`src/rtl/lc3b_regfile_sb_if.sv`:
```
// LC-3b register file bus: SR-stage writeback, decode read ports,
// decode issue reservations and scoreboard status.
// master = SR/decode side, slave = register file.
interface lc3b_regfile_sb_if #(
  parameter int DW = 16
);
  logic          v_sr_ld_reg;
  logic [2:0]    sr_drid;
  logic [DW-1:0] sr_reg_data;
  logic          v_sr_ld_cc;
  logic [2:0]    sr_cc_data;
  logic [2:0]    de_sr1id;
  logic [2:0]    de_sr2id;
  logic [DW-1:0] de_sr1;
  logic [DW-1:0] de_sr2;
  logic [2:0]    de_cc;
  logic          de_issue;
  logic          de_issue_ld_reg;
  logic [2:0]    de_issue_drid;
  logic          de_issue_ld_cc;
  logic          de_sr1_busy;
  logic          de_sr2_busy;
  logic          de_cc_busy;
  logic          de_drid_full;
  logic          de_cc_full;
  logic          sb_err;

  modport master (
    output v_sr_ld_reg, sr_drid, sr_reg_data, v_sr_ld_cc, sr_cc_data,
    output de_sr1id, de_sr2id, de_issue, de_issue_ld_reg, de_issue_drid, de_issue_ld_cc,
    input  de_sr1, de_sr2, de_cc, de_sr1_busy, de_sr2_busy, de_cc_busy,
    input  de_drid_full, de_cc_full, sb_err
  );

  modport slave (
    input  v_sr_ld_reg, sr_drid, sr_reg_data, v_sr_ld_cc, sr_cc_data,
    input  de_sr1id, de_sr2id, de_issue, de_issue_ld_reg, de_issue_drid, de_issue_ld_cc,
    output de_sr1, de_sr2, de_cc, de_sr1_busy, de_sr2_busy, de_cc_busy,
    output de_drid_full, de_cc_full, sb_err
  );
endinterface

```
`src/rtl/lc3b_regfile_sb.sv`:
```
// LC-3b architectural register file (R0-R7 + NZP) with a pending-write
// scoreboard for RAW hazard detection in decode.
// Optional macro RF_BYPASS_EN: same-cycle write-through of SR writeback
// data to the read ports / CC, and busy drops in the final-retire cycle.
module lc3b_regfile_sb #(
  parameter int          DW       = 16,
  parameter int          PEND_W   = 2,
  parameter logic [2:0]  RESET_CC = 3'b010
) (
  input  logic                clk,
  input  logic                rst_n,
  lc3b_regfile_sb_if.slave    bus
);

  localparam logic [PEND_W-1:0] PEND_MAX = '1;
  localparam int                CC_IDX   = 8;

  logic [DW-1:0]     r_regs [8];
  logic [2:0]        r_cc;
  logic [PEND_W-1:0] r_pend [9];
  logic              r_sbErr;

  logic [8:0]        w_inc;
  logic [8:0]        w_dec;
  logic [8:0]        w_busy;
  logic [PEND_W-1:0] w_pendNext [9];
  logic              w_errSet;

  // Decode which scoreboard entries are being reserved (issue) and retired (SR write)
  always_comb begin
    w_inc = '0;
    w_dec = '0;
    for (int t = 0; t < 8; t++) begin
      w_inc[t] = bus.de_issue && bus.de_issue_ld_reg && (bus.de_issue_drid == 3'(t));
      w_dec[t] = bus.v_sr_ld_reg && (bus.sr_drid == 3'(t));
    end
    w_inc[CC_IDX] = bus.de_issue && bus.de_issue_ld_cc;
    w_dec[CC_IDX] = bus.v_sr_ld_cc;
  end

  // Next pending counts; saturate at MAX and floor at 0, flagging either as an error
  always_comb begin
    w_errSet = 1'b0;
    for (int t = 0; t < 9; t++) begin
      w_pendNext[t] = r_pend[t];
      if (w_inc[t] && !w_dec[t]) begin
        if (r_pend[t] == PEND_MAX) w_errSet = 1'b1;
        else                       w_pendNext[t] = r_pend[t] + PEND_W'(1);
      end else if (w_dec[t] && !w_inc[t]) begin
        if (r_pend[t] == '0) w_errSet = 1'b1;
        else                 w_pendNext[t] = r_pend[t] - PEND_W'(1);
      end
    end
  end

  // Scoreboard counters and sticky error flag
  always_ff @(posedge clk or negedge rst_n) begin
    if (!rst_n) begin
      for (int t = 0; t < 9; t++) r_pend[t] <= '0;
      r_sbErr <= 1'b0;
    end else begin
      for (int t = 0; t < 9; t++) r_pend[t] <= w_pendNext[t];
      if (w_errSet) r_sbErr <= 1'b1;
    end
  end

  // Architectural registers and condition codes, written by the SR stage
  always_ff @(posedge clk or negedge rst_n) begin
    if (!rst_n) begin
      for (int r = 0; r < 8; r++) r_regs[r] <= '0;
      r_cc <= RESET_CC;
    end else begin
      if (bus.v_sr_ld_reg) r_regs[bus.sr_drid] <= bus.sr_reg_data;
      if (bus.v_sr_ld_cc)  r_cc <= bus.sr_cc_data;
    end
  end

`ifdef RF_BYPASS_EN
  // Busy, except when the last outstanding writer retires this cycle (its data is forwarded)
  always_comb begin
    w_busy = '0;
    for (int t = 0; t < 9; t++)
      w_busy[t] = (r_pend[t] != '0) && !(w_dec[t] && (r_pend[t] == PEND_W'(1)));
  end

  assign bus.de_sr1 = (bus.v_sr_ld_reg && (bus.sr_drid == bus.de_sr1id)) ? bus.sr_reg_data
                                                                           : r_regs[bus.de_sr1id];
  assign bus.de_sr2 = (bus.v_sr_ld_reg && (bus.sr_drid == bus.de_sr2id)) ? bus.sr_reg_data
                                                                           : r_regs[bus.de_sr2id];
  assign bus.de_cc  = bus.v_sr_ld_cc ? bus.sr_cc_data : r_cc;
`else
  // Busy whenever any writer is still outstanding
  always_comb begin
    w_busy = '0;
    for (int t = 0; t < 9; t++)
      w_busy[t] = (r_pend[t] != '0);
  end

  assign bus.de_sr1 = r_regs[bus.de_sr1id];
  assign bus.de_sr2 = r_regs[bus.de_sr2id];
  assign bus.de_cc  = r_cc;
`endif

  assign bus.de_sr1_busy  = w_busy[bus.de_sr1id];
  assign bus.de_sr2_busy  = w_busy[bus.de_sr2id];
  assign bus.de_cc_busy   = w_busy[CC_IDX];
  assign bus.de_drid_full = (r_pend[bus.de_issue_drid] == PEND_MAX);
  assign bus.de_cc_full   = (r_pend[CC_IDX] == PEND_MAX);
  assign bus.sb_err       = r_sbErr;

endmodule

```
`src/flat_wrapper.sv`:
```
// flat-port wrapper written by rule: the top's interface ports become plain ports
module lc3b_regfile_sb_flat 
#(
  parameter int          DW       = 16,
  parameter int          PEND_W   = 2,
  parameter logic [2:0]  RESET_CC = 3'b010
)
  (clk, rst_n, bus_v_sr_ld_reg, bus_sr_drid, bus_sr_reg_data, bus_v_sr_ld_cc, bus_sr_cc_data, bus_de_sr1id, bus_de_sr2id, bus_de_issue, bus_de_issue_ld_reg, bus_de_issue_drid, bus_de_issue_ld_cc, bus_de_sr1, bus_de_sr2, bus_de_cc, bus_de_sr1_busy, bus_de_sr2_busy, bus_de_cc_busy, bus_de_drid_full, bus_de_cc_full, bus_sb_err);
  lc3b_regfile_sb_if #(.DW(DW)) bus_i ();
  input  logic clk;
  input  logic rst_n;
  input wire logic [$bits(bus_i.v_sr_ld_reg)-1:0] bus_v_sr_ld_reg;
  input wire logic [$bits(bus_i.sr_drid)-1:0] bus_sr_drid;
  input wire logic [$bits(bus_i.sr_reg_data)-1:0] bus_sr_reg_data;
  input wire logic [$bits(bus_i.v_sr_ld_cc)-1:0] bus_v_sr_ld_cc;
  input wire logic [$bits(bus_i.sr_cc_data)-1:0] bus_sr_cc_data;
  input wire logic [$bits(bus_i.de_sr1id)-1:0] bus_de_sr1id;
  input wire logic [$bits(bus_i.de_sr2id)-1:0] bus_de_sr2id;
  input wire logic [$bits(bus_i.de_issue)-1:0] bus_de_issue;
  input wire logic [$bits(bus_i.de_issue_ld_reg)-1:0] bus_de_issue_ld_reg;
  input wire logic [$bits(bus_i.de_issue_drid)-1:0] bus_de_issue_drid;
  input wire logic [$bits(bus_i.de_issue_ld_cc)-1:0] bus_de_issue_ld_cc;
  output wire logic [$bits(bus_i.de_sr1)-1:0] bus_de_sr1;
  output wire logic [$bits(bus_i.de_sr2)-1:0] bus_de_sr2;
  output wire logic [$bits(bus_i.de_cc)-1:0] bus_de_cc;
  output wire logic [$bits(bus_i.de_sr1_busy)-1:0] bus_de_sr1_busy;
  output wire logic [$bits(bus_i.de_sr2_busy)-1:0] bus_de_sr2_busy;
  output wire logic [$bits(bus_i.de_cc_busy)-1:0] bus_de_cc_busy;
  output wire logic [$bits(bus_i.de_drid_full)-1:0] bus_de_drid_full;
  output wire logic [$bits(bus_i.de_cc_full)-1:0] bus_de_cc_full;
  output wire logic [$bits(bus_i.sb_err)-1:0] bus_sb_err;
  assign bus_i.v_sr_ld_reg = bus_v_sr_ld_reg;
  assign bus_i.sr_drid = bus_sr_drid;
  assign bus_i.sr_reg_data = bus_sr_reg_data;
  assign bus_i.v_sr_ld_cc = bus_v_sr_ld_cc;
  assign bus_i.sr_cc_data = bus_sr_cc_data;
  assign bus_i.de_sr1id = bus_de_sr1id;
  assign bus_i.de_sr2id = bus_de_sr2id;
  assign bus_i.de_issue = bus_de_issue;
  assign bus_i.de_issue_ld_reg = bus_de_issue_ld_reg;
  assign bus_i.de_issue_drid = bus_de_issue_drid;
  assign bus_i.de_issue_ld_cc = bus_de_issue_ld_cc;
  assign bus_de_sr1 = bus_i.de_sr1;
  assign bus_de_sr2 = bus_i.de_sr2;
  assign bus_de_cc = bus_i.de_cc;
  assign bus_de_sr1_busy = bus_i.de_sr1_busy;
  assign bus_de_sr2_busy = bus_i.de_sr2_busy;
  assign bus_de_cc_busy = bus_i.de_cc_busy;
  assign bus_de_drid_full = bus_i.de_drid_full;
  assign bus_de_cc_full = bus_i.de_cc_full;
  assign bus_sb_err = bus_i.sb_err;
  lc3b_regfile_sb #(.DW(DW), .PEND_W(PEND_W), .RESET_CC(RESET_CC)) u_core (.clk(clk), .rst_n(rst_n), .bus(bus_i));
endmodule
```
`config.mk`:
```
export PLATFORM = sky130hd
export DESIGN_NAME = lc3b_regfile_sb_flat
export DESIGN_NICKNAME = d
export VERILOG_FILES = /design/src/rtl/lc3b_regfile_sb_if.sv /design/src/rtl/lc3b_regfile_sb.sv /design/src/flat_wrapper.sv
export SDC_FILE = /design/constraint.sdc
export NUM_CORES = 1
export LEC_CHECK = 0
export BUFFER_PORTS_ARGS = -buffer_cell sky130_fd_sc_hd__buf_2
export CAP_MARGIN = 20
export CORE_ASPECT_RATIO = 1.4
export CORE_MARGIN = 1
export CORE_UTILIZATION = 55
export CTS_CLUSTER_DIAMETER = 150
export CTS_CLUSTER_SIZE = 24
export DETAILED_ROUTE_END_ITERATION = 7
export GPL_TIMING_DRIVEN = 0
export PLACE_DENSITY = 0.75
export SYNTH_ARGS = -nofsm -noshare
export SYNTH_HDL_FRONTEND = slang
export SYNTH_SLANG_ARGS = --single-unit
```
`constraint.sdc`:
```
create_clock -name clk -period 5.13 [get_ports clk]
set_input_delay 0.7695 -clock clk [delete_from_list [all_inputs] [get_ports clk]]
set_output_delay 0.7695 -clock clk [all_outputs]
set_load 0.02 [all_outputs]
```
---- Yosys cells after proc, flatten, opt, wreduce, memory -nomap -nowiden ----
Index checks and enable logic that the tools add are counted.
word-level totals
  register bits ........................... 150
  bits in latches ......................... 0
  memory bits (writable) .................. 0
  ROM bits ................................ 0
  bits of input ports ..................... 38
  output and inout bits ................... 41
  logic and storage cells ................. 271
  memories kept ........................... 0
cells by class
  add/subtract/negate cells ............... 18
  multipliers ............................. 0
  div/mod/pow operators ................... 0
  $lt $le $gt $ge ......................... 7
  eq/ne operators ......................... 42
  shifts and indexed selects .............. 0
  muxes and demuxes ....................... 88
  bitwise operators ....................... 4
  reduce and logical (&&, ||, !) cells .... 93
operators by type and width
  kind                   count
  $bwmux W128            1
  $bmux W16 S3           2
  $mux W16               5
  $mux W2                38
  $demux W16 S3          1
  $mux W1                38
  $logic_and A1 B1 Y1    37
  $reduce_bool A2 Y1     18
  $reduce_and A3 Y1      9
  $eq A3 B3 Y1 const B   8
  $eq A2 B2 Y1 const B   10
  $add A2 B1 Y2 const B  9
  $logic_not A1 Y1       18
  $logic_not A2 Y1       9
  $ne A2 B1 Y1 const B   9
  $ne A2 B2 Y1 const B   9
  $sub A2 B1 Y2 const B  9
  $not A3 Y4             4
  $eq A3 B2 Y1 const B   4
  $ge A4 B4 Y1 const B   3
  $lt A3 B5 Y1 const B   2
  $bmux W2 S4            1
  $bmux W1 S3            2
  $eq A3 B1 Y1 const B   2
  other kinds (3)        4

---- Longest topological paths before layout ----
Gate-level depths: netlist (run 1).
  depth after elaboration ................. 30
  mapped depth ............................ 8

---- Least setup slack after synthesis (run 1) ----
No wires, ideal clock.
  path kind ............................... input to output
  start ................................... input bus_de_sr2id[0]
  end ..................................... output bus_de_sr2[0]
  arrival ................................. 2.177 ns
  data required time ...................... 4.360 ns
  setup slack ............................. 2.183 ns
  stages .................................. 4
  path through ............................ buf_2 buf_2 mux4_2 mux2_2
on the way
  word-level cells in the longest chain between the ends .. 4
ends and longest elaborated chain
  element                                       line                    text
  from (decl)                                   flat_wrapper.sv:18      input wire logic [$bits(bus_i.de_sr2id)-1:0] bus_de_sr2id;
  $not A3 Y4 (implied by the code)              lc3b_regfile_sb.sv:100  assign bus.de_sr2 = r_regs[bus.de_sr2id];
  $bmux W16 S3                                  lc3b_regfile_sb.sv:100
  $mux W16 (implied by the code) (2 in series)  lc3b_regfile_sb.sv:100
  to (decl)                                     flat_wrapper.sv:24      output wire logic [$bits(bus_i.de_sr2)-1:0] bus_de_sr2;
Every way passes these cells. The select of a mux whose other input is x is not followed.

---- Final worst setup path (run 1) ----
  start ................................... input bus_de_sr1id[1]
  end ..................................... output bus_de_sr1[3]
on the way
  word-level cells in the longest chain between the ends .. 4
ends and longest elaborated chain
  element                                       line                   text
  from (decl)                                   flat_wrapper.sv:17     input wire logic [$bits(bus_i.de_sr1id)-1:0] bus_de_sr1id;
  $not A3 Y4 (implied by the code)              lc3b_regfile_sb.sv:99  assign bus.de_sr1 = r_regs[bus.de_sr1id];
  $bmux W16 S3                                  lc3b_regfile_sb.sv:99
  $mux W16 (implied by the code) (2 in series)  lc3b_regfile_sb.sv:99
  to (decl)                                     flat_wrapper.sv:23     output wire logic [$bits(bus_i.de_sr1)-1:0] bus_de_sr1;
Every way passes these cells. The select of a mux whose other input is x is not followed.

==> flow_summary.html, run 1 <==
<table>
<tr><th>Metric</th><th>Value</th></tr>
<tr><th colspan="2">Setup path</th></tr>
<tr><td>Startpoint class of the critical path</td><td>input port</td></tr>
<tr><td>Element type at the critical path end</td><td>primary output</td></tr>
<tr><td>Maximum fanout count along the critical path</td><td>10</td></tr>
<tr><td>Crit path DAT</td><td>between 2 and 3 ns</td></tr>
<tr><td>Crit path required time</td><td>around 4.4 ns</td></tr>
<tr><td>Stage delay of the slowest cell on the critical path</td><td>between 0.7 and 0.8 ns</td></tr>
<tr><td>Worst-path cell with the longest stage delay</td><td>sky130_fd_sc_hd__clkbuf_1</td></tr>
<tr><td>Startpoint-to-endpoint class of the critical path</td><td>input port to primary output</td></tr>
<tr><td>Worst path most repeated cell</td><td>sky130_fd_sc_hd__clkbuf_1</td></tr>
<tr><td>Worst path cell trace</td><td>clkbuf_1, clkbuf_1, mux4_2, mux2_2, buf_2</td></tr>
<tr><th colspan="2">Logic synthesis</th></tr>
<tr><td>Post-synthesis simple-gate area fraction</td><td>between 10% and 20%</td></tr>
<tr><td>Post-synth top area share</td><td>between 40% and 50%</td></tr>
<tr><td>Average footprint of a synthesized cell</td><td>11.4 um2</td></tr>
<tr><td>Count of warnings emitted by yosys</td><td>0</td></tr>
<tr><td>Adder-cell share of the synthesized area</td><td>less than 1%</td></tr>
<tr><td>Cell type with the largest total area after synthesis</td><td>sky130_fd_sc_hd__dfrtp_1</td></tr>
<tr><td>Dominant register cell in the synthesized netlist</td><td>sky130_fd_sc_hd__dfrtp_1</td></tr>
<tr><td>Fraction of registers with async set/reset</td><td>100%</td></tr>
<tr><td>Sequential fraction of the synthesis area</td><td>between 40 and 50%</td></tr>
<tr><td>Post-synthesis net count</td><td>770</td></tr>
<tr><td>Post-synthesis instance area</td><td>8320 um2</td></tr>
<tr><td>Flops &amp; latches, synth</td><td>150</td></tr>
<tr><td>Syn Inst Count</td><td>730</td></tr>
<tr><td>Post-synthesis compound-gate area fraction</td><td>~5%</td></tr>
<tr><td>Library cells used by synthesis</td><td>45</td></tr>
<tr><td>Dominant cells by area after synthesis</td><td>sky130_fd_sc_hd__dfrtp_1 (45%), sky130_fd_sc_hd__mux4_2 (18%), sky130_fd_sc_hd__mux2_2 (13%), sky130_fd_sc_hd__nand2_1 (9.3%), sky130_fd_sc_hd__o21ai_0 (1.6%)</td></tr>
<tr><td>Number of flops mapped to enable cells by yosys</td><td>0</td></tr>
<tr><td>Xor/xnor share of the synthesized area</td><td>0%</td></tr>
<tr><td>Largest family of logic cells by synthesized area</td><td>multiplexers</td></tr>
<tr><td>Share of cell area taken by muxes after synthesis</td><td>31.5%</td></tr>
<tr><th colspan="2">Clocking</th></tr>
<tr><td>Root Driver</td><td>sky130_fd_sc_hd__clkbuf_16</td></tr>
<tr><td>Clock tree from TritonCTS</td><td>done</td></tr>
<tr><td>Setup bufs post-CTS</td><td>0</td></tr>
<tr><td>Number of buffers inserted for hold repair after clock tree synthesis</td><td>0</td></tr>
<tr><td>Clock-pin slew on the worst setup and hold paths</td><td>approximately 0.060 ns</td></tr>
<tr><td>Count of H-tree levels built during CTS</td><td>4</td></tr>
<tr><td>TritonCTS Buffers</td><td>17</td></tr>
<tr><td>Count of clock tree sinks</td><td>150</td></tr>
<tr><td>Maximum root-to-sink buffer count</td><td>2</td></tr>
<tr><td>Insertion delay to the later sink of the worst-skew pair</td><td>about 0.43 ns</td></tr>
<tr><td>Number of resized instances in the post-cts repair step</td><td>0</td></tr>
<tr><th colspan="2">Placed design</th></tr>
<tr><td>Detail Placement HPWL</td><td>approximately 15 mm</td></tr>
<tr><td>Placed cell areas</td><td>8940 um2</td></tr>
<tr><td>Placer congestion estimate</td><td>around 0.95</td></tr>
<tr><td>Number of input and output port buffers inserted</td><td>70</td></tr>
<tr><td>Instance count after placement with tap cells included</td><td>between 900 and 1000</td></tr>
<tr><th colspan="2">Global route</th></tr>
<tr><td>Number of global-route vias before repair</td><td>~6800</td></tr>
<tr><td>Met3 Resource Use GR</td><td>just under 7%</td></tr>
<tr><td>Busiest layer in global routing</td><td>met2</td></tr>
<tr><td>Overflow after GRT</td><td>0</td></tr>
<tr><td>Pin count of the biggest net entering global routing</td><td>slightly above 90</td></tr>
<tr><td>Global Route met2 Usage</td><td>53.8%</td></tr>
<tr><td>Wire length of the first global-routing pass</td><td>approximately 36 mm</td></tr>
<tr><td>Global-route usage over all layers</td><td>30.9%</td></tr>
<tr><td>Number of antenna violations at the first check in global routing</td><td>0</td></tr>
<tr><td>GR met1 Demand/Resource</td><td>a little over a third</td></tr>
<tr><th colspan="2">Power and ir drop</th></tr>
<tr><td>Clock share of power</td><td>32.2%</td></tr>
<tr><td>Maximum VDD drop</td><td>0.236 mV</td></tr>
<tr><td>Switching part of the total power</td><td>~31%</td></tr>
<tr><td>Static Leak</td><td>4.26 nW</td></tr>
<tr><td>Switch Pwr</td><td>0.00115 W</td></tr>
<tr><td>Internal portion of total power</td><td>about 0.0026 W</td></tr>
<tr><td>Share of power burned in combinational logic</td><td>25.0%</td></tr>
<tr><td>Sequential cell fraction of total power</td><td>between 40% and 50%</td></tr>
<tr><td>Tot Pwr</td><td>approximately 0.0038 W</td></tr>
<tr><td>Power density cells</td><td>approximately 390 nW/um2</td></tr>
<tr><th colspan="2">Routing</th></tr>
<tr><td>Total iterations of the first detailed-routing run</td><td>5</td></tr>
<tr><td>Via count of the routed design</td><td>6508</td></tr>
<tr><td>Residual DRC</td><td>0</td></tr>
<tr><td>Antenna-violating nets left</td><td>0</td></tr>
<tr><td>DR iter-0 viols</td><td>546</td></tr>
<tr><td>Number of vias per cell</td><td>6.37</td></tr>
<tr><td>Routed wire length</td><td>around 23 mm</td></tr>
<tr><td>Routed WL per cell</td><td>22.4 um</td></tr>
<tr><th colspan="2">Timing</th></tr>
<tr><td>Total count of hold-check failures in the final report</td><td>0</td></tr>
<tr><td>Setup repair after global routing missed its margin</td><td>no</td></tr>
<tr><td>Post-route fraction of the period consumed by the critical path</td><td>about 70%</td></tr>
<tr><td>Worst Tran Pin Value</td><td>0.934 ns</td></tr>
<tr><td>Relative slew slack</td><td>a little under two fifths</td></tr>
<tr><td>Setup violation total in the final timing report</td><td>0</td></tr>
<tr><td>Max-slew violation count</td><td>0</td></tr>
<tr><td>Maximum clock frequency</td><td>between 200 and 300 MHz</td></tr>
<tr><td>Final critical path time including I/O delays and setup</td><td>around 3.6 ns</td></tr>
<tr><td>Post-Route Skew</td><td>about 0.0053 ns</td></tr>
<tr><td>Setup_tns</td><td>0 ns</td></tr>
<tr><th colspan="2">Hold path</th></tr>
<tr><td>Hold WC Path Type</td><td>input port to async pin</td></tr>
<tr><th colspan="2">Cells and area</th></tr>
<tr><td>Share of post-route cells with drive strength above 1</td><td>35.2%</td></tr>
<tr><td>Nets</td><td>860</td></tr>
<tr><td>Ant. Diodes</td><td>0</td></tr>
<tr><td>Most frequent cells in the layout</td><td>sky130_fd_sc_hd__nand2_1 (206), sky130_fd_sc_hd__dfrtp_1 (149), sky130_fd_sc_hd__mux2_2 (99)</td></tr>
<tr><td>Filler Cell Count</td><td>approximately 1100</td></tr>
<tr><td>Post-route non-filler standard cell count</td><td>1022</td></tr>
<tr><td>Commonest non-fill, non-tap cell in the layout</td><td>sky130_fd_sc_hd__nand2_1</td></tr>
<tr><td>Relative area change from synthesis to final layout</td><td>14.3%</td></tr>
<tr><td>Layout Cell Area excl Fill</td><td>around 9500 um2</td></tr>
<tr><th colspan="2">Floorplan</th></tr>
<tr><td>Initial core utilization</td><td>~57%</td></tr>
<tr><td>Number of placed I/O pins</td><td>a little under 80</td></tr>
<tr><td>Placement row count</td><td>52</td></tr>
<tr><td>Horizontal die dimension</td><td>approximately 110 um</td></tr>
<tr><td>Area of the die</td><td>around 16000 um2</td></tr>
<tr><td>Die H</td><td>between 100 and 150 um</td></tr>
<tr><td>Core region area</td><td>14600 um2</td></tr>
<tr><th colspan="2">Run</th></tr>
<tr><td>Reported max-cap violation count</td><td>0</td></tr>
<tr><th colspan="2">Run status</th></tr>
<tr><td>Status</td><td>completed</td></tr>
</table>
worst paths after layout:
kind                                   start  depth (start not counted)  slack, ns                  end
max                          bus_de_sr1id[1]                          5       1.52        bus_de_sr1[3]
min                                    rst_n                          1       0.31  u_core.bus.de_cc[2]
max reg2reg                 u_core.r_pend[1]                          5       3.41    u_core.bus.sb_err
min reg2reg                u_core.r_regs[99]                          2       0.50    u_core.r_regs[99]
max in group asynchronous              rst_n                          2       3.95    u_core.r_regs[38]
min in group clk           u_core.r_regs[99]                          2       0.50    u_core.r_regs[99]
cells by family (layout without fill, tap and decap cells):
family | after synthesis | count (layout)
multiplexers | 166 | 166
buffers and inverters | 56 | 159
AO/OA/AOI/OAI | 72 | 72
AND/OR/NAND/NOR | 284 | 284
flip-flops | 150 | 150
adder cells (fa/ha/maj) | 2 | 2
power groups by stage:
stage / combinational [W] / clock, W / sequential [W]
after floorplan: 0.000688 / 0 / 0.00156
after global placement: 0.000891 / 0 / 0.00158
after detailed placement: 0.000934 / 0 / 0.00162
after CTS: 0.000941 / 0.00122 / 0.00160
after global routing: 0.00101 / 0.00127 / 0.00163
final: 0.000940 / 0.00121 / 0.00161
final cells by class:
type	instances	area, um2	area share [%]
Sequential cell	150	3750	39.5
Multi-Input combinational cell	524	4320	45.4
Inverter	7	26.3	0.276
Timing Repair Buffer	71	384	4.04
Clock buffer	23	478	5.02
Tap cell	189	236	2.49
Buffer	49	218	2.29
Clock inverter	9	93.8	0.987
worst max-delay path: cells and delay by family:
family / cells / cell delay (ns)
buf+inv: 3 / 1.34
mux: 2 / 0.71
through the flow:
step                hold slack, ns  setup slack [ns]  utilization, %
global placement             0.469              1.26            60.8
finish                       0.306              1.52            65.0
floorplan                    0.457              2.18               -
detailed placement           0.481              1.53            61.1
CTS                          0.341              1.51            65.0
global route                 0.371              1.55            65.0
synth_stat cells, types with 3 or more instances:
cell type and n:
sky130_fd_sc_hd__nand4_1 3, sky130_fd_sc_hd__o211ai_1 4, sky130_fd_sc_hd__nor2b_1 3, sky130_fd_sc_hd__nor2_1 25, sky130_fd_sc_hd__mux2_2 99, sky130_fd_sc_hd__nor3b_1 4, sky130_fd_sc_hd__buf_2 18, sky130_fd_sc_hd__a21oi_1 24
sky130_fd_sc_hd__nand3b_1 6, sky130_fd_sc_hd__nor4_1 4, sky130_fd_sc_hd__o21ai_0 26, sky130_fd_sc_hd__inv_1 7, sky130_fd_sc_hd__clkbuf_1 26, sky130_fd_sc_hd__o31ai_1 3, sky130_fd_sc_hd__dfrtp_1 149, sky130_fd_sc_hd__nand2_1 206
sky130_fd_sc_hd__mux4_2 67, sky130_fd_sc_hd__buf_1 3, sky130_fd_sc_hd__and2_1 4, sky130_fd_sc_hd__or2_2 3, sky130_fd_sc_hd__nand3_1 5, sky130_fd_sc_hd__nand2b_1 3, sky130_fd_sc_hd__a211oi_1 9
layer usage:
layer / up-vias / wire, um
met5: - / 0
met4: 0 / 778
met3: 66 / 1630
met2: 298 / 12100
met1: 3339 / 8350
li1: 2805 / -
flip-flops by register name, summed over array words and instances (netlist names):
name               count
u_core.r_regs        128
u_core.r_pend         18
u_core.bus.de_cc       3
u_core.bus.sb_err      1
Power figures use the tool's default switching activity.
==> inputs of run 2 (changes only) <==
Settings changed: CORE_UTILIZATION 55 to 54, PLACE_DENSITY 0.75 to 0.77.
Clock period 5.13 ns to 2.9 ns, I/O delays scaled along.
==> flow_summary.html, run 2 (synthesis gave the netlist of run 1 again) <==
<table>
<tr><th>Metric</th><th>Value</th></tr>
<tr><th colspan="2">Setup path</th></tr>
<tr><td>Crit path required time</td><td>2.47 ns (was 4.36 ns)</td></tr>
<tr><td>Startpoint-to-endpoint class of the critical path</td><td>input port to primary output (unchanged)</td></tr>
<tr><td>Startpoint class of the critical path</td><td>input port (unchanged)</td></tr>
<tr><td>Crit path DAT</td><td>2.38 ns (was 2.84 ns)</td></tr>
<tr><td>Maximum fanout count along the critical path</td><td>10 (unchanged)</td></tr>
<tr><td>Element type at the critical path end</td><td>primary output (unchanged)</td></tr>
<tr><th colspan="2">Clocking</th></tr>
<tr><td>Maximum root-to-sink buffer count</td><td>2 (unchanged)</td></tr>
<tr><td>TritonCTS Buffers</td><td>17 (unchanged)</td></tr>
<tr><td>Clock tree from TritonCTS</td><td>done (unchanged)</td></tr>
<tr><td>Insertion delay to the later sink of the worst-skew pair</td><td>0.43 ns (about the same)</td></tr>
<tr><td>Clock-pin slew on the worst setup and hold paths</td><td>0.06 ns (about the same)</td></tr>
<tr><td>Count of H-tree levels built during CTS</td><td>4 (unchanged)</td></tr>
<tr><td>Count of clock tree sinks</td><td>150 (unchanged)</td></tr>
<tr><td>Root Driver</td><td>sky130_fd_sc_hd__clkbuf_16 (unchanged)</td></tr>
<tr><th colspan="2">Floorplan</th></tr>
<tr><td>Die H</td><td>149 um (was 148 um)</td></tr>
<tr><td>Initial core utilization</td><td>55.3% (was 56.8%)</td></tr>
<tr><td>Area of the die</td><td>15900 um2 (was 15600 um2)</td></tr>
<tr><td>Horizontal die dimension</td><td>107 um (was 106 um)</td></tr>
<tr><td>Number of placed I/O pins</td><td>79 (unchanged)</td></tr>
<tr><td>Core region area</td><td>15100 um2 (was 14600 um2)</td></tr>
<tr><td>Placement row count</td><td>53 (was 52)</td></tr>
<tr><th colspan="2">Global route</th></tr>
<tr><td>Number of antenna violations at the first check in global routing</td><td>1 (was 0)</td></tr>
<tr><td>Overflow after GRT</td><td>0 (unchanged)</td></tr>
<tr><td>Number of global-route vias before repair</td><td>6373 (was 6826)</td></tr>
<tr><td>Global-route usage over all layers</td><td>29.1% (was 30.9%)</td></tr>
<tr><td>Pin count of the biggest net entering global routing</td><td>93 (was 92)</td></tr>
<tr><td>Wire length of the first global-routing pass</td><td>34.1 mm (was 36.2 mm)</td></tr>
<tr><th colspan="2">Timing</th></tr>
<tr><td>Worst Tran Pin Value</td><td>0.899 ns (was 0.934 ns)</td></tr>
<tr><td>Setup repair after global routing missed its margin</td><td>no (unchanged)</td></tr>
<tr><td>Post-Route Skew</td><td>0.00517 ns (was 0.00526 ns)</td></tr>
<tr><td>Worst-case setup margin in the final layout</td><td>0.0863 ns (was 1.52 ns)</td></tr>
<tr><td>Worst hold margin</td><td>-0.0260 ns (was 0.306 ns)</td></tr>
<tr><td>Setup_tns</td><td>0 ns (unchanged)</td></tr>
<tr><td>Relative slew slack</td><td>39.8% (was 37.4%)</td></tr>
<tr><td>Max-slew violation count</td><td>0 (unchanged)</td></tr>
<tr><td>Post-route fraction of the period consumed by the critical path</td><td>about 97%</td></tr>
<tr><td>Total count of hold-check failures in the final report</td><td>40 (was 0)</td></tr>
<tr><td>Final critical path time including I/O delays and setup</td><td>around 2.8 ns</td></tr>
<tr><td>Maximum clock frequency</td><td>around 360 MHz</td></tr>
<tr><td>Setup violation total in the final timing report</td><td>0 (unchanged)</td></tr>
<tr><th colspan="2">Cells and area</th></tr>
<tr><td>Relative area change from synthesis to final layout</td><td>14.7% (was 14.3%)</td></tr>
<tr><td>Share of post-route cells with drive strength above 1</td><td>35.7% (was 35.2%)</td></tr>
<tr><td>Reg with most FFs</td><td>u_core.r_regs (unchanged)</td></tr>
<tr><td>Largest register FFs</td><td>128 (unchanged)</td></tr>
<tr><td>Ant. Diodes</td><td>0 (unchanged)</td></tr>
<tr><td>Nets</td><td>860 (unchanged)</td></tr>
<tr><td>Filler Cell Count</td><td>1162 (was 1098)</td></tr>
<tr><td>Commonest non-fill, non-tap cell in the layout</td><td>sky130_fd_sc_hd__nand2_1 (unchanged)</td></tr>
<tr><td>Most frequent cells in the layout</td><td>sky130_fd_sc_hd__nand2_1 (206), sky130_fd_sc_hd__dfrtp_1 (149), sky130_fd_sc_hd__mux2_2 (99) (unchanged)</td></tr>
<tr><th colspan="2">Placed design</th></tr>
<tr><td>Detail Placement HPWL</td><td>14.4 mm (was 15.3 mm)</td></tr>
<tr><td>Placer congestion estimate</td><td>0.954 (was 0.948)</td></tr>
<tr><td>Number of input and output port buffers inserted</td><td>70 (unchanged)</td></tr>
<tr><td>DP Worst Slack</td><td>-0.0359 ns (was 1.53 ns)</td></tr>
<tr><th colspan="2">Power and ir drop</th></tr>
<tr><td>Static Leak</td><td>4.29 nW (was 4.26 nW)</td></tr>
<tr><td>Switching part of the total power</td><td>29.7% (was 30.5%)</td></tr>
<tr><td>Maximum VDD drop</td><td>0.432 mV (was 0.236 mV)</td></tr>
<tr><td>Sequential cell fraction of total power</td><td>42.3% (was 42.8%)</td></tr>
<tr><td>Internal portion of total power</td><td>0.00470 W (was 0.00261 W)</td></tr>
<tr><td>Clock share of power</td><td>33.2% (was 32.2%)</td></tr>
<tr><td>Power density cells</td><td>700 nW/um2 (was 395 nW/um2)</td></tr>
<tr><td>Share of power burned in combinational logic</td><td>24.4% (was 25.0%)</td></tr>
<tr><td>Switch Pwr</td><td>0.00198 W (was 0.00115 W)</td></tr>
<tr><th colspan="2">Routing</th></tr>
<tr><td>Routed WL per cell</td><td>21.2 um (was 22.4 um)</td></tr>
<tr><td>Antenna-violating nets left</td><td>0 (unchanged)</td></tr>
<tr><td>Number of vias per cell</td><td>6.23 (was 6.37)</td></tr>
<tr><td>DR iter-0 viols</td><td>529 (was 546)</td></tr>
<tr><td>Residual DRC</td><td>0 (unchanged)</td></tr>
<tr><td>Routed wire length</td><td>21.7 mm (was 22.8 mm)</td></tr>
<tr><td>Total iterations of the first detailed-routing run</td><td>5 (unchanged)</td></tr>
<tr><td>Via count of the routed design</td><td>6384 (was 6508)</td></tr>
<tr><th colspan="2">Run status</th></tr>
<tr><td>Status</td><td>finished with violations (was completed)</td></tr>
<tr><td>Violations in the final reports</td><td>hold timing</td></tr>
<tr><th colspan="2">Run</th></tr>
<tr><td>Reported max-cap violation count</td><td>0 (unchanged)</td></tr>
<tr><th colspan="2">Hold path</th></tr>
<tr><td>Hold WC Path Type</td><td>input port to async pin (unchanged)</td></tr>
</table>
[run 2: stage by stage]
stage               std cells  hold slack, ns  power [W]  utilization (%)  area, um2
floorplan                 730           0.139    0.00397                -       8320
global placement          992           0.470    0.00439             59.2       8910
detailed placement        993           0.451    0.00447             59.4       8940
CTS                      1025         0.00220    0.00669             63.4       9540
global route             1025          0.0237    0.00696             63.4       9540
finish                   1025         -0.0260    0.00668             63.4       9540
[run 2: layer usage]
layer	vias up	routed length, um	global-route usage, %
met2	266	11200	49.8
li1	2809	-	-
met3	69	1410	5.90
met1	3238	8390	35.5
met5	-	15	0
met4	2	703	12.7
[run 2: cell type report]
cell class | count | area, um2 | share of cell area, %
Multi-Input combinational cell | 524 | 4320 | 45.3
Sequential cell | 150 | 3750 | 39.4
Clock buffer | 22 | 474 | 4.97
Timing Repair Buffer | 71 | 384 | 4.03
Tap cell | 192 | 240 | 2.52
Buffer | 49 | 221 | 2.32
Clock inverter | 10 | 120 | 1.26
Inverter | 7 | 26.3 | 0.275
[run 2: path summary, 6_finish.rpt]
path / startpoint / end / slack (ns) / cells after the start
max in group asynchronous: rst_n / u_core.bus.de_cc[1] / 2.07 / 2
min in group clk: bus_sr_cc_data[2] / u_core.bus.de_cc[2] / 0.23 / 2
hold reg to reg: u_core.r_regs[58] / u_core.r_regs[58] / 0.50 / 2
hold / removal: rst_n / u_core.r_regs[105] / -0.03 / 1
setup reg to reg: u_core.r_pend[1] / u_core.bus.sb_err / 1.19 / 5
setup / recovery: bus_de_sr2id[1] / bus_de_sr2[12] / 0.09 / 5
[run 2: power groups by stage]
stage	clock (W)	combinational [W]	sequential (W)
floorplan	0	0.00122	0.00275
global placement	0	0.00157	0.00281
detailed placement	0	0.00163	0.00285
CTS	0.00224	0.00164	0.00281
global route	0.00231	0.00177	0.00288
finish	0.00222	0.00163	0.00283
[run 2: worst max-delay path: stages]
cell                       delay [ns]
sky130_fd_sc_hd__clkbuf_1        0.38
sky130_fd_sc_hd__clkbuf_1        0.69
sky130_fd_sc_hd__mux4_2          0.43
sky130_fd_sc_hd__mux2_2          0.29
sky130_fd_sc_hd__buf_2           0.16
[run 2: what timing repair did]
action	in CTS	in global routing
setup buffers	0	0
hold buffers	0	0
gates resized for setup	2	2
pin swaps	0	0
setup endpoints to repair	9	9
==> inputs of run 3 (changes only) <==
Settings changed: PLACE_DENSITY 0.77 to not set, PLACE_DENSITY_LB_ADDON set to 0.2.
==> flow_summary.html, run 3 (synthesis gave the netlist of run 1 again) <==
<table>
<tr><th>Metric</th><th>Value</th></tr>
<tr><th colspan="2">Run status</th></tr>
<tr><td>Status</td><td>completed (was finished with violations)</td></tr>
<tr><th colspan="2">Power and ir drop</th></tr>
<tr><td>Clock share of power</td><td>31.3% (was 33.2%)</td></tr>
<tr><td>Switch Pwr</td><td>0.00201 W (was 0.00198 W)</td></tr>
<tr><td>Power density cells</td><td>691 nW/um2 (was 700 nW/um2)</td></tr>
<tr><td>Share of power burned in combinational logic</td><td>25.3% (was 24.4%)</td></tr>
<tr><td>Sequential cell fraction of total power</td><td>43.3% (was 42.3%)</td></tr>
<tr><td>Maximum VDD drop</td><td>0.349 mV (was 0.432 mV)</td></tr>
<tr><td>Switching part of the total power</td><td>30.7% (was 29.7%)</td></tr>
<tr><td>Static Leak</td><td>4.26 nW (was 4.29 nW)</td></tr>
<tr><td>Internal portion of total power</td><td>0.00454 W (was 0.00470 W)</td></tr>
<tr><td>Tot Pwr</td><td>0.00655 W (was 0.00668 W)</td></tr>
<tr><th colspan="2">Timing</th></tr>
<tr><td>Post-route fraction of the period consumed by the critical path</td><td>96.4% (was 97.0%)</td></tr>
<tr><td>Relative slew slack</td><td>37.0% (was 39.8%)</td></tr>
<tr><td>Post-Route Skew</td><td>0.00375 ns (was 0.00517 ns)</td></tr>
<tr><td>Setup violation total in the final timing report</td><td>0 (unchanged)</td></tr>
<tr><td>Maximum clock frequency</td><td>358 MHz (was 355 MHz)</td></tr>
<tr><td>Max-slew violation count</td><td>0 (unchanged)</td></tr>
<tr><td>Total count of hold-check failures in the final report</td><td>0 (was 40)</td></tr>
<tr><td>Worst Tran Pin Value</td><td>0.940 ns (was 0.899 ns)</td></tr>
<tr><td>Final critical path time including I/O delays and setup</td><td>2.80 ns (was 2.81 ns)</td></tr>
<tr><td>Setup repair after global routing missed its margin</td><td>no (unchanged)</td></tr>
<tr><td>Worst-case setup margin in the final layout</td><td>0.104 ns (was 0.0863 ns)</td></tr>
<tr><th colspan="2">Setup path</th></tr>
<tr><td>Worst path cell trace</td><td>clkbuf_1, clkbuf_1, mux4_2, mux2_2, buf_2 (unchanged)</td></tr>
<tr><td>Stage delay of the slowest cell on the critical path</td><td>0.62 ns (was 0.69 ns)</td></tr>
<tr><td>Crit path required time</td><td>2.47 ns (about the same)</td></tr>
<tr><td>Element type at the critical path end</td><td>primary output (unchanged)</td></tr>
<tr><td>Worst-path cell with the longest stage delay</td><td>sky130_fd_sc_hd__clkbuf_1 (unchanged)</td></tr>
<tr><td>Worst path most repeated cell</td><td>sky130_fd_sc_hd__clkbuf_1 (unchanged)</td></tr>
<tr><td>Startpoint-to-endpoint class of the critical path</td><td>input port to primary output (unchanged)</td></tr>
<tr><td>Crit path DAT</td><td>2.36 ns (was 2.38 ns)</td></tr>
<tr><td>Startpoint class of the critical path</td><td>input port (unchanged)</td></tr>
<tr><td>Maximum fanout count along the critical path</td><td>10 (unchanged)</td></tr>
<tr><th colspan="2">Clocking</th></tr>
<tr><td>Clock-pin slew on the worst setup and hold paths</td><td>0.06 ns (about the same)</td></tr>
<tr><td>Count of H-tree levels built during CTS</td><td>4 (unchanged)</td></tr>
<tr><td>Insertion delay to the later sink of the worst-skew pair</td><td>0.43 ns (about the same)</td></tr>
<tr><td>Clock tree from TritonCTS</td><td>done (unchanged)</td></tr>
<tr><td>TritonCTS Buffers</td><td>17 (unchanged)</td></tr>
<tr><td>Count of clock tree sinks</td><td>150 (unchanged)</td></tr>
<tr><td>Setup bufs post-CTS</td><td>0 (unchanged)</td></tr>
<tr><td>Root Driver</td><td>sky130_fd_sc_hd__clkbuf_16 (unchanged)</td></tr>
<tr><td>Maximum root-to-sink buffer count</td><td>2 (unchanged)</td></tr>
<tr><th colspan="2">Global route</th></tr>
<tr><td>Number of antenna violations at the first check in global routing</td><td>0 (was 1)</td></tr>
<tr><td>Number of global-route vias before repair</td><td>6791 (was 6373)</td></tr>
<tr><td>Overflow after GRT</td><td>0 (unchanged)</td></tr>
<tr><td>Wire length of the first global-routing pass</td><td>36.1 mm (was 34.1 mm)</td></tr>
<tr><td>Pin count of the biggest net entering global routing</td><td>105 (was 93)</td></tr>
<tr><td>Global-route usage over all layers</td><td>31.0% (was 29.1%)</td></tr>
<tr><th colspan="2">Cells and area</th></tr>
<tr><td>Share of post-route cells with drive strength above 1</td><td>35.5% (was 35.7%)</td></tr>
<tr><td>Filler Cell Count</td><td>1163 (was 1162)</td></tr>
<tr><td>Most frequent cells in the layout</td><td>sky130_fd_sc_hd__nand2_1 (206), sky130_fd_sc_hd__dfrtp_1 (149), sky130_fd_sc_hd__mux2_2 (99) (unchanged)</td></tr>
<tr><td>Sequential Area</td><td>3750 um2 (unchanged)</td></tr>
<tr><td>Nets</td><td>861 (was 860)</td></tr>
<tr><td>Largest register FFs</td><td>128 (unchanged)</td></tr>
<tr><td>Ant. Diodes</td><td>0 (unchanged)</td></tr>
<tr><td>Layout Cell Area excl Fill</td><td>9490 um2 (was 9540 um2)</td></tr>
<tr><td>Reg with most FFs</td><td>u_core.r_regs (unchanged)</td></tr>
<tr><td>Commonest non-fill, non-tap cell in the layout</td><td>sky130_fd_sc_hd__nand2_1 (unchanged)</td></tr>
<tr><td>Final core utilization</td><td>63.0% (was 63.4%)</td></tr>
<tr><td>Area of combinational cells with multiple inputs</td><td>4320 um2 (unchanged)</td></tr>
<tr><td>Relative area change from synthesis to final layout</td><td>14.0% (was 14.7%)</td></tr>
<tr><td>Post-route non-filler standard cell count</td><td>1023 (was 1025)</td></tr>
<tr><th colspan="2">Floorplan</th></tr>
<tr><td>Number of placed I/O pins</td><td>79 (unchanged)</td></tr>
<tr><td>Placement row count</td><td>53 (unchanged)</td></tr>
<tr><td>Die H</td><td>149 um (unchanged)</td></tr>
<tr><td>Initial core utilization</td><td>55.3% (unchanged)</td></tr>
<tr><td>Area of the die</td><td>15900 um2 (unchanged)</td></tr>
<tr><td>Horizontal die dimension</td><td>107 um (unchanged)</td></tr>
<tr><td>Core region area</td><td>15100 um2 (unchanged)</td></tr>
<tr><th colspan="2">Routing</th></tr>
<tr><td>Met1 wire length</td><td>8.74 mm (was 8.39 mm)</td></tr>
<tr><td>Routed wire length</td><td>23.4 mm (was 21.7 mm)</td></tr>
<tr><td>Antenna-violating nets left</td><td>0 (unchanged)</td></tr>
<tr><td>Via count of the routed design</td><td>6484 (was 6384)</td></tr>
<tr><td>Total iterations of the first detailed-routing run</td><td>7 (was 5)</td></tr>
<tr><td>Residual DRC</td><td>0 (unchanged)</td></tr>
<tr><td>Routed WL per cell</td><td>22.8 um (was 21.2 um)</td></tr>
<tr><td>Total met3 wirelength after detailed routing</td><td>1.42 mm (was 1.41 mm)</td></tr>
<tr><td>Highest metal used</td><td>met4 (was met5)</td></tr>
<tr><td>DR iter-0 viols</td><td>504 (was 529)</td></tr>
<tr><td>Total met2 wirelength after detailed routing</td><td>12.4 mm (was 11.2 mm)</td></tr>
<tr><td>Number of vias per cell</td><td>6.34 (was 6.23)</td></tr>
<tr><th colspan="2">Placed design</th></tr>
<tr><td>Number of input and output port buffers inserted</td><td>70 (unchanged)</td></tr>
<tr><td>Placed cell areas</td><td>8940 um2 (unchanged)</td></tr>
<tr><td>Placer congestion estimate</td><td>0.875 (was 0.954)</td></tr>
<tr><td>Instance count after placement with tap cells included</td><td>993 (unchanged)</td></tr>
<tr><td>DP Worst Slack</td><td>-0.0803 ns (was -0.0359 ns)</td></tr>
<tr><td>Detail Placement HPWL</td><td>15.6 mm (was 14.4 mm)</td></tr>
<tr><th colspan="2">Run</th></tr>
<tr><td>Reported max-cap violation count</td><td>0 (unchanged)</td></tr>
<tr><th colspan="2">Hold path</th></tr>
<tr><td>Hold WC Path Type</td><td>input port to register (was input port to async pin)</td></tr>
</table>
-- run 3: worst max-delay path: cells and delay by family --
| family | cells | cell delay, ns |
|---|---|---|
| buf+inv | 3 | 1.19 |
| mux | 2 | 0.73 |
-- run 3: final cells by class --
| class | count | share of cell area (%) |
|---|---|---|
| inverter | 7 | 0.277 |
| clock buffer | 20 | 4.71 |
| timing repair buffer | 72 | 4.15 |
| multi-input combinational | 524 | 45.5 |
| tap | 192 | 2.53 |
| clock inverter | 9 | 0.857 |
| sequential | 150 | 39.6 |
| buffer | 49 | 2.35 |
-- run 3: power groups by stage --
| stage | logic, W | registers (W) | clock network [W] |
|---|---|---|---|
| 2_1_floorplan | 0.00122 | 0.00275 | 0 |
| 6_report | 0.00166 | 0.00284 | 0.00205 |
| 3_5_place_dp | 0.00165 | 0.00286 | 0 |
| 3_3_place_gp | 0.00159 | 0.00280 | 0 |
| 4_1_cts | 0.00167 | 0.00283 | 0.00206 |
| 5_1_grt | 0.00179 | 0.00289 | 0.00214 |
-- run 3: worst paths after layout --
kind / from / endpoint / slack, ns / depth (start not counted)
hold / removal: bus_sr_cc_data[0] / u_core.bus.de_cc[0] / 0.23 / 2
setup / recovery: bus_de_sr2id[1] / bus_de_sr2[14] / 0.10 / 5
min in group asynchronous: rst_n / u_core.r_regs[26] / 0.51 / 2
setup reg to reg: u_core.r_pend[1] / u_core.bus.sb_err / 1.26 / 5
max in group asynchronous: rst_n / u_core.r_regs[114] / 1.52 / 3
hold reg to reg: u_core.r_regs[91] / u_core.r_regs[91] / 0.49 / 2
-- run 3: layer usage --
layer | vias up | track usage, %
met5 | - | 0
met4 | 0 | 15.9
met3 | 63 | 5.55
met2 | 280 | 53.5
met1 | 3325 | 37.2
li1 | 2816 | -
-- run 3: timing repair --
| action | 4_1_cts | 5_1_grt |
|---|---|---|
| hold endpoints to repair | 45 | 0 |
| setup endpoints to repair | 12 | 4 |
| hold buffers | 1 | 0 |
| resized for setup | 2 | 5 |
| gates cloned | 0 | 0 |
-- run 3: metrics by stage --
stage	hold slack, ns	TNS [ns]
after detailed placement	0.406	-0.631
after CTS	0.232	0
after floorplan	0.139	0
after global routing	0.236	0
after global placement	0.470	-104.03
final	0.235	0
